<file path="config.mk">
export PLATFORM = sky130hd
export DESIGN_NAME = frame_align_ctrl
export DESIGN_NICKNAME = d
export VERILOG_FILES = /design/src/rtl/frame_align_ctrl_pkg.sv /design/src/rtl/frame_align_ctrl_fas_detector.sv /design/src/rtl/frame_align_ctrl.sv
export SDC_FILE = /design/constraint.sdc
export NUM_CORES = 1
export LEC_CHECK = 0
export ABC_AREA = 0
export CORE_ASPECT_RATIO = 1.2
export CORE_MARGIN = 2
export CORE_UTILIZATION = 50
export CTS_CLUSTER_DIAMETER = 40
export DETAILED_ROUTE_END_ITERATION = 8
export PLACE_DENSITY_LB_ADDON = 0.1
export SLEW_MARGIN = 10
export SYNTH_ARGS = -nofsm -noshare
export SYNTH_HDL_FRONTEND = slang
export SYNTH_HIERARCHICAL = 1
export SYNTH_SLANG_ARGS = --single-unit
</file>
<file path="constraint.sdc">
create_clock -name i_clk -period 2.7 [get_ports i_clk]
set_input_delay 0.675 -clock i_clk [delete_from_list [all_inputs] [get_ports i_clk]]
set_output_delay 0.675 -clock i_clk [all_outputs]
set_load 0.02 [all_outputs]
</file>
<file path="src/rtl/frame_align_ctrl_pkg.sv">
// Shared frame geometry, FAS pattern and aligner state encoding.
package frame_align_ctrl_pkg;

    localparam int unsigned NUM_ROWS     = 4;
    localparam int unsigned NUM_COLS     = 1041;
    localparam int unsigned OH_LAST      = 15;
    localparam int unsigned PL_FIRST     = 16;
    localparam int unsigned PL_LAST      = 1039;
    localparam int unsigned CRC_COL      = 1040;
    localparam int unsigned FAS_LAST_COL = 5;
    localparam logic [47:0] FAS_PATTERN  = 48'hF6F6F6282828;

    localparam int unsigned SYNC_CONFIRM = 2;
    localparam int unsigned LOSS_THRESH  = 4;

    localparam int unsigned ROW_W = 2;
    localparam int unsigned COL_W = 11;

    typedef enum logic [1:0] {
        StHunt    = 2'd0,
        StPresync = 2'd1,
        StSync    = 2'd2
    } align_state_e;

endpackage

</file>
<file path="src/rtl/frame_align_ctrl_fas_detector.sv">
// Six-byte window over valid line bytes; flags when the window including the
// current byte equals the FAS pattern.
module frame_align_ctrl_fas_detector
    import frame_align_ctrl_pkg::*;
(
    input  logic       i_clk,
    input  logic       i_rst_n,
    input  logic [7:0] i_data,
    input  logic       i_valid,
    output logic       o_match
);

    logic [47:0] sr_q, sr_d;

    // Shift in only qualified bytes.
    always_comb begin
        sr_d = sr_q;
        if (i_valid) begin
            sr_d = {sr_q[39:0], i_data};
        end
    end

    // Window register.
    always_ff @(posedge i_clk or negedge i_rst_n) begin
        if (!i_rst_n) begin
            sr_q <= '0;
        end else begin
            sr_q <= sr_d;
        end
    end

    // Match is reported on the byte that completes the pattern.
    assign o_match = i_valid && (sr_d == FAS_PATTERN);

endmodule

</file>
<file path="src/rtl/frame_align_ctrl.sv">
// Frame aligner: hunt/presync/sync lock FSM, row/column tracking, registered
// aligned-byte output and saturating CRC error accounting.
module frame_align_ctrl
    import frame_align_ctrl_pkg::*;
#(
    parameter int unsigned FRAME_COLS = NUM_COLS,
    parameter int unsigned ERR_CNT_W  = 16
) (
    input  logic                 i_clk,
    input  logic                 i_rst_n,
    input  logic [7:0]           i_rx_data,
    input  logic                 i_rx_data_valid,
    output logic [7:0]           o_frame_data,
    output logic                 o_frame_data_valid,
    output logic                 o_frame_data_fas,
    output logic [ROW_W-1:0]     o_row_cnt,
    output logic [COL_W-1:0]     o_col_cnt,
    input  logic                 i_crc_err,
    input  logic                 i_crc_err_valid,
    input  logic                 i_err_cnt_clr,
    output logic                 o_in_frame,
    output logic                 o_lof,
    output logic [ERR_CNT_W-1:0] o_crc_err_cnt
);

    localparam logic [COL_W-1:0] LAST_COL = COL_W'(FRAME_COLS - 1);
    localparam logic [ROW_W-1:0] LAST_ROW = ROW_W'(NUM_ROWS - 1);
    localparam logic [COL_W-1:0] FAS_COL  = COL_W'(FAS_LAST_COL);
    localparam logic [2:0]       CONFIRM  = 3'(SYNC_CONFIRM);
    localparam logic [2:0]       LOSS     = 3'(LOSS_THRESH);
    // Loaded on the edge that registers row 3 / last col; expires two clocks
    // after that byte is presented.
    localparam logic [1:0]       CRC_LOAD = 2'd3;

    align_state_e         state_q, state_d;
    logic [ROW_W-1:0]     row_q, row_d;
    logic [COL_W-1:0]     col_q, col_d;
    logic [2:0]           match_cnt_q, match_cnt_d;
    logic [2:0]           miss_cnt_q, miss_cnt_d;
    logic [2:0]           miss_next;
    logic [7:0]           data_q, data_d;
    logic                 valid_q, valid_d;
    logic                 fas_q, fas_d;
    logic [ROW_W-1:0]     orow_q, orow_d;
    logic [COL_W-1:0]     ocol_q, ocol_d;
    logic [1:0]           timer_q, timer_d;
    logic [ERR_CNT_W-1:0] err_cnt_q, err_cnt_d;
    logic                 fas_match;
    logic                 at_fas_check;
    logic                 err_inc;

    frame_align_ctrl_fas_detector u_fas_detector (
        .i_clk   (i_clk),
        .i_rst_n (i_rst_n),
        .i_data  (i_rx_data),
        .i_valid (i_rx_data_valid),
        .o_match (fas_match)
    );

    assign at_fas_check = (row_q == '0) && (col_q == FAS_COL);
    assign miss_next    = miss_cnt_q + 3'd1;

    // Lock FSM and position counters; everything holds on invalid cycles.
    always_comb begin
        state_d     = state_q;
        row_d       = row_q;
        col_d       = col_q;
        match_cnt_d = match_cnt_q;
        miss_cnt_d  = miss_cnt_q;
        if (i_rx_data_valid) begin
            if (col_q == LAST_COL) begin
                col_d = '0;
                row_d = (row_q == LAST_ROW) ? '0 : row_q + 1'b1;
            end else begin
                col_d = col_q + 1'b1;
            end
            unique case (state_q)
                StHunt: begin
                    row_d = '0;
                    col_d = '0;
                    if (fas_match) begin
                        state_d     = StPresync;
                        match_cnt_d = 3'd1;
                        col_d       = FAS_COL + 1'b1;
                    end
                end
                StPresync: begin
                    if (at_fas_check) begin
                        if (fas_match) begin
                            match_cnt_d = match_cnt_q + 3'd1;
                            if (match_cnt_q + 3'd1 == CONFIRM) begin
                                state_d    = StSync;
                                miss_cnt_d = '0;
                            end
                        end else begin
                            state_d     = StHunt;
                            match_cnt_d = '0;
                            row_d       = '0;
                            col_d       = '0;
                        end
                    end
                end
                StSync: begin
                    if (at_fas_check) begin
                        if (fas_match) begin
                            miss_cnt_d = '0;
                        end else if (miss_next == LOSS) begin
                            state_d     = StHunt;
                            miss_cnt_d  = '0;
                            match_cnt_d = '0;
                            row_d       = '0;
                            col_d       = '0;
                        end else begin
                            miss_cnt_d = miss_next;
                        end
                    end
                end
                default: begin
                    state_d = StHunt;
                end
            endcase
        end
    end

    // Output stage, CRC sample timer and error counter next state.
    always_comb begin
        data_d  = data_q;
        orow_d  = orow_q;
        ocol_d  = ocol_q;
        valid_d = i_rx_data_valid && (state_q == StSync);
        fas_d   = valid_d && (row_q == '0) && (col_q <= FAS_COL);
        if (i_rx_data_valid) begin
            data_d = i_rx_data;
            orow_d = row_q;
            ocol_d = col_q;
        end

        timer_d = (timer_q != '0) ? timer_q - 2'd1 : timer_q;
        if (valid_d && (row_q == LAST_ROW) && (col_q == LAST_COL)) begin
            timer_d = CRC_LOAD;
        end
        if (state_d != StSync) begin
            timer_d = '0;
        end

        err_inc   = (timer_q == 2'd1) && (state_q == StSync) && i_crc_err_valid && i_crc_err;
        err_cnt_d = err_cnt_q;
        if (i_err_cnt_clr) begin
            err_cnt_d = err_inc ? ERR_CNT_W'(1) : '0;
        end else if (err_inc && (err_cnt_q != '1)) begin
            err_cnt_d = err_cnt_q + 1'b1;
        end
    end

    // State, counters and output registers.
    always_ff @(posedge i_clk or negedge i_rst_n) begin
        if (!i_rst_n) begin
            state_q     <= StHunt;
            row_q       <= '0;
            col_q       <= '0;
            match_cnt_q <= '0;
            miss_cnt_q  <= '0;
            data_q      <= '0;
            valid_q     <= 1'b0;
            fas_q       <= 1'b0;
            orow_q      <= '0;
            ocol_q      <= '0;
            timer_q     <= '0;
            err_cnt_q   <= '0;
        end else begin
            state_q     <= state_d;
            row_q       <= row_d;
            col_q       <= col_d;
            match_cnt_q <= match_cnt_d;
            miss_cnt_q  <= miss_cnt_d;
            data_q      <= data_d;
            valid_q     <= valid_d;
            fas_q       <= fas_d;
            orow_q      <= orow_d;
            ocol_q      <= ocol_d;
            timer_q     <= timer_d;
            err_cnt_q   <= err_cnt_d;
        end
    end

    assign o_frame_data       = data_q;
    assign o_frame_data_valid = valid_q;
    assign o_frame_data_fas   = fas_q;
    assign o_row_cnt          = orow_q;
    assign o_col_cnt          = ocol_q;
    assign o_in_frame         = (state_q == StSync);
    assign o_lof              = (state_q != StSync);
    assign o_crc_err_cnt      = err_cnt_q;

endmodule

</file>
==> flow_metrics.tcl <==
set metrics [dict create \
    tightest_slew_ns 0.610 \
    fin_nets 596 \
    place.gp.congestion 0.905 \
    fmax_mhz 369 \
    period_share_pct 100 \
    grt_max_degree 38 \
    clkTransAtPathRegs_ns 0.08 \
    detail-route-antenna-nets 0 \
    drc_errors 0 \
    cp_max_fo 4 \
    status "complete, but fails checks" \
    rsz0062_at_grt "true" \
    hold_path.class "in2async" \
    violations "setup timing" \
    yosysTopAreaCellShare_pct 50.7 \
    boundaryPins 55 \
    place_ws_ns -0.426 \
    final.setup_skew_ns 0.0106 \
    synth_common_cells "dfrtp_1, mux2_2, nand2_1, nor2_1, inv_1" \
    synth.avg_cell_area_um2 11.2 \
    fp.dieArea_mm2 0.0114 \
    rows 41 \
    reg2reg_slack_ns -0.01 \
    yosysMostFrequentCell "dfrtp_1" \
    routed_wl_um 12000 \
    hold_viol_final 0 \
    layout-drive-gt1-share_pct 28.2 \
    arrival_ns 2.96 \
    gr-total-overflow 0 \
    setup_ws_ns -0.0126 \
    slew_headroom_pct 59.2 \
    maxSlewViolCount 0 \
    wl_per_cell_um 17.1 \
    setup_viol 3 \
    ctsHoldBuffers 0 \
    ys_warn_count 6 \
    grt_pass1_vias 3915 \
    crit_chain "or4b_4 -> nor3_2 -> nand4_1 -> a2111oi_4 -> buf_4 -> a21oi_2 -> a31o_4 -> o211ai_4 -> nand3_2 -> o311ai_2" \
    cts_tree "done" \
    syn-num-nets 502 \
    synth_flop_cell "dfrtp_1" \
    multi_input_area_mm2 0.00259 \
    finalPower_mw 4.00 \
    antenna_found_initial 0 \
    worst_setup_path_start_kind "flip-flop" \
    fillers 832 \
    async_flop_share_pct 100 \
    reg2reg_to "col_q[3]" \
    core-area_mm2 0.0104 \
    dr.first_iter.drc_count 198 \
    cts-buffers-inserted 9 \
    cts_sinks 107 \
    slowest_delay_ns 0.53 \
    track_usage_pct 20.9 \
    die_x_um 97.8 \
    r2r-start "u_fas_detector/sr_q[2]" \
    diodes 0 \
    cp_slowest_cell "or4b_4" \
    ff2ff_path_depth 10 \
    wl_met2_um 6370 \
    ys_ff_latch 107 \
    cts.path.max_buffers 2 \
    ir_worst_vdd_v 0.000551 \
    grt_pass1_wl_um 19100 \
    dp_hpwl_um 8460 \
    cts_max_level 3 \
    wl_met3_um 408 \
    synth_cells 472 \
    initial_core_util_pct 50.7 \
    seqCellArea_mm2 0.00268 \
    synthTopCellsByArea "dfrtp_1, mux2_2, ha_1" \
    io_buffer_count 54 \
    yosysTopAreaCell "dfrtp_1" \
    insertion_delay_ns 0.35 \
    endpoint_kind "flip-flop" \
    cellPowerDensity_mw_per_mm2 595 \
    drv.max_cap_violation_count 0 \
    path_class "reg2reg" \
    leakage_nw 2.89 \
    netlist_area_mm2 0.00528 \
    top_layer "met4" \
    area_growth_pct 27.5 \
    synth_edf_count 0 \
    met1_length_um 5010 \
    required_ns 2.95 \
    yosysSeqAreaShare_pct 50.7 \
    yosysUniqueCellTypes 60 \
    final_util_pct 64.6 \
    viasPerCell 5.76 \
    num_vias 4034 \
    drtPass1Iterations 4 \
    period_needed_ns 2.71 \
    die_y_um 117 \
    cts_root_buffer "clkbuf_16" \
]
[sequential cells by signal, summed over array words and instances, names as in the netlist, 3 cells and up]
register / flops
match_cnt_q: 3
o_crc_err_cnt: 16
o_frame_data: 8
o_col_cnt: 11
miss_cnt_q: 3
col_q: 11
u_fas_detector/sr_q: 45
[kinds of logic after synthesis]
| group | after synthesis | share of synthesized area [%] |
|---|---|---|
| simple gates | 162 | 17.1 |
| fa+ha+maj | 16 | 3.79 |
| xor+xnor | 12 | 1.99 |
| buf+inv | 42 | 3.75 |
| flops | 107 | 50.7 |
| mux | 64 | 13.6 |
| compound gates | 69 | 9.01 |
[per-stage QoR]
step	setup TNS (ns)	cells	hold slack [ns]	cell area (µm²)
after floorplan	0	472	0.379	5290
after global placement	-7.21	681	0.458	6230
after detailed placement	-7.87	681	0.482	6230
after CTS	0	697	0.306	6510
after global routing	-1.75	700	0.329	6730
final	-0.0183	700	0.291	6730
[report_power, final]
group | total [mW] | leakage (nW) | internal (mW) | switching (mW)
sequential | 1.95 | 1.37 | 1.78 | 0.163
combinational | 0.797 | 1.38 | 0.392 | 0.405
clock | 1.26 | 0.138 | 0.639 | 0.620
total | 4.00 | 2.89 | 2.81 | 1.19
[cell usage in the layout, fill, tap and decap left out, types with 8 or more instances in the layout]
master,synthesis,layout
ha_1,16,15
xor2_1,10,10
dfrtp_1,107,107
mux2_2,59,59
a21oi_1,12,9
a31oi_1,9,8
nor2_1,30,30
clkbuf_16,0,9
nor3_1,19,17
nand3_1,18,17
buf_4,0,43
clkdlybuf4s50_1,0,51
nand4_1,10,10
inv_1,24,23
o21ai_0,15,11
nand2_1,39,38
[how the worst max path moves through the flow]
stage | start | slack (ns) | endpoint | depth (start not counted)
detailed placement | i_rx_data[0] | -0.43 | miss_cnt_q[2] | 10
global route | u_fas_detector/sr_q[2] | -0.15 | col_q[4] | 10
finish | u_fas_detector/sr_q[2] | -0.01 | col_q[3] | 10
floorplan | i_rx_data_valid | 0.003 | col_q[3] | 10
global placement | i_rx_data[0] | -0.36 | col_q[5] | 11
CTS | i_rx_data_valid | 0.001 | col_q[7] | 12
[timing repair]
| action | CTS | global route |
|---|---|---|
| resized for setup | 4 | 36 |
| endpoints found under the setup margin | 16 | 23 |
| pin swaps | 2 | 12 |
| buffers inserted | 0 | 2 |
| gates cloned | 0 | 1 |
| hold endpoints to repair | 0 | 0 |
[metal layers]
| metal | vias up | global-route usage [%] |
|---|---|---|
| li1 | 1917 | - |
| met1 | 2008 | 25.6 |
| met2 | 89 | 37.8 |
| met3 | 20 | 3.89 |
| met4 | 0 | 6.48 |
| met5 | - | 0 |
[final cells by class]
| class | count | share of cell area (%) |
|---|---|---|
| clock inverters | 6 | 0.726 |
| inverters | 24 | 1.34 |
| well taps | 129 | 2.40 |
| repair buffers | 101 | 13.8 |
| clock buffers | 10 | 3.40 |
| multi-input cells | 323 | 38.5 |
| flip-flops and latches | 107 | 39.8 |
[critical path: cells and delay by family, from the launching register on]
| family | cells | cell delay (ns) |
|---|---|---|
| compound gates | 5 | 1.05 |
| simple gates | 4 | 0.97 |
| flops | 1 | 0.40 |
| buf+inv | 1 | 0.19 |
Note: power is estimated with default switching activity, not from simulation.
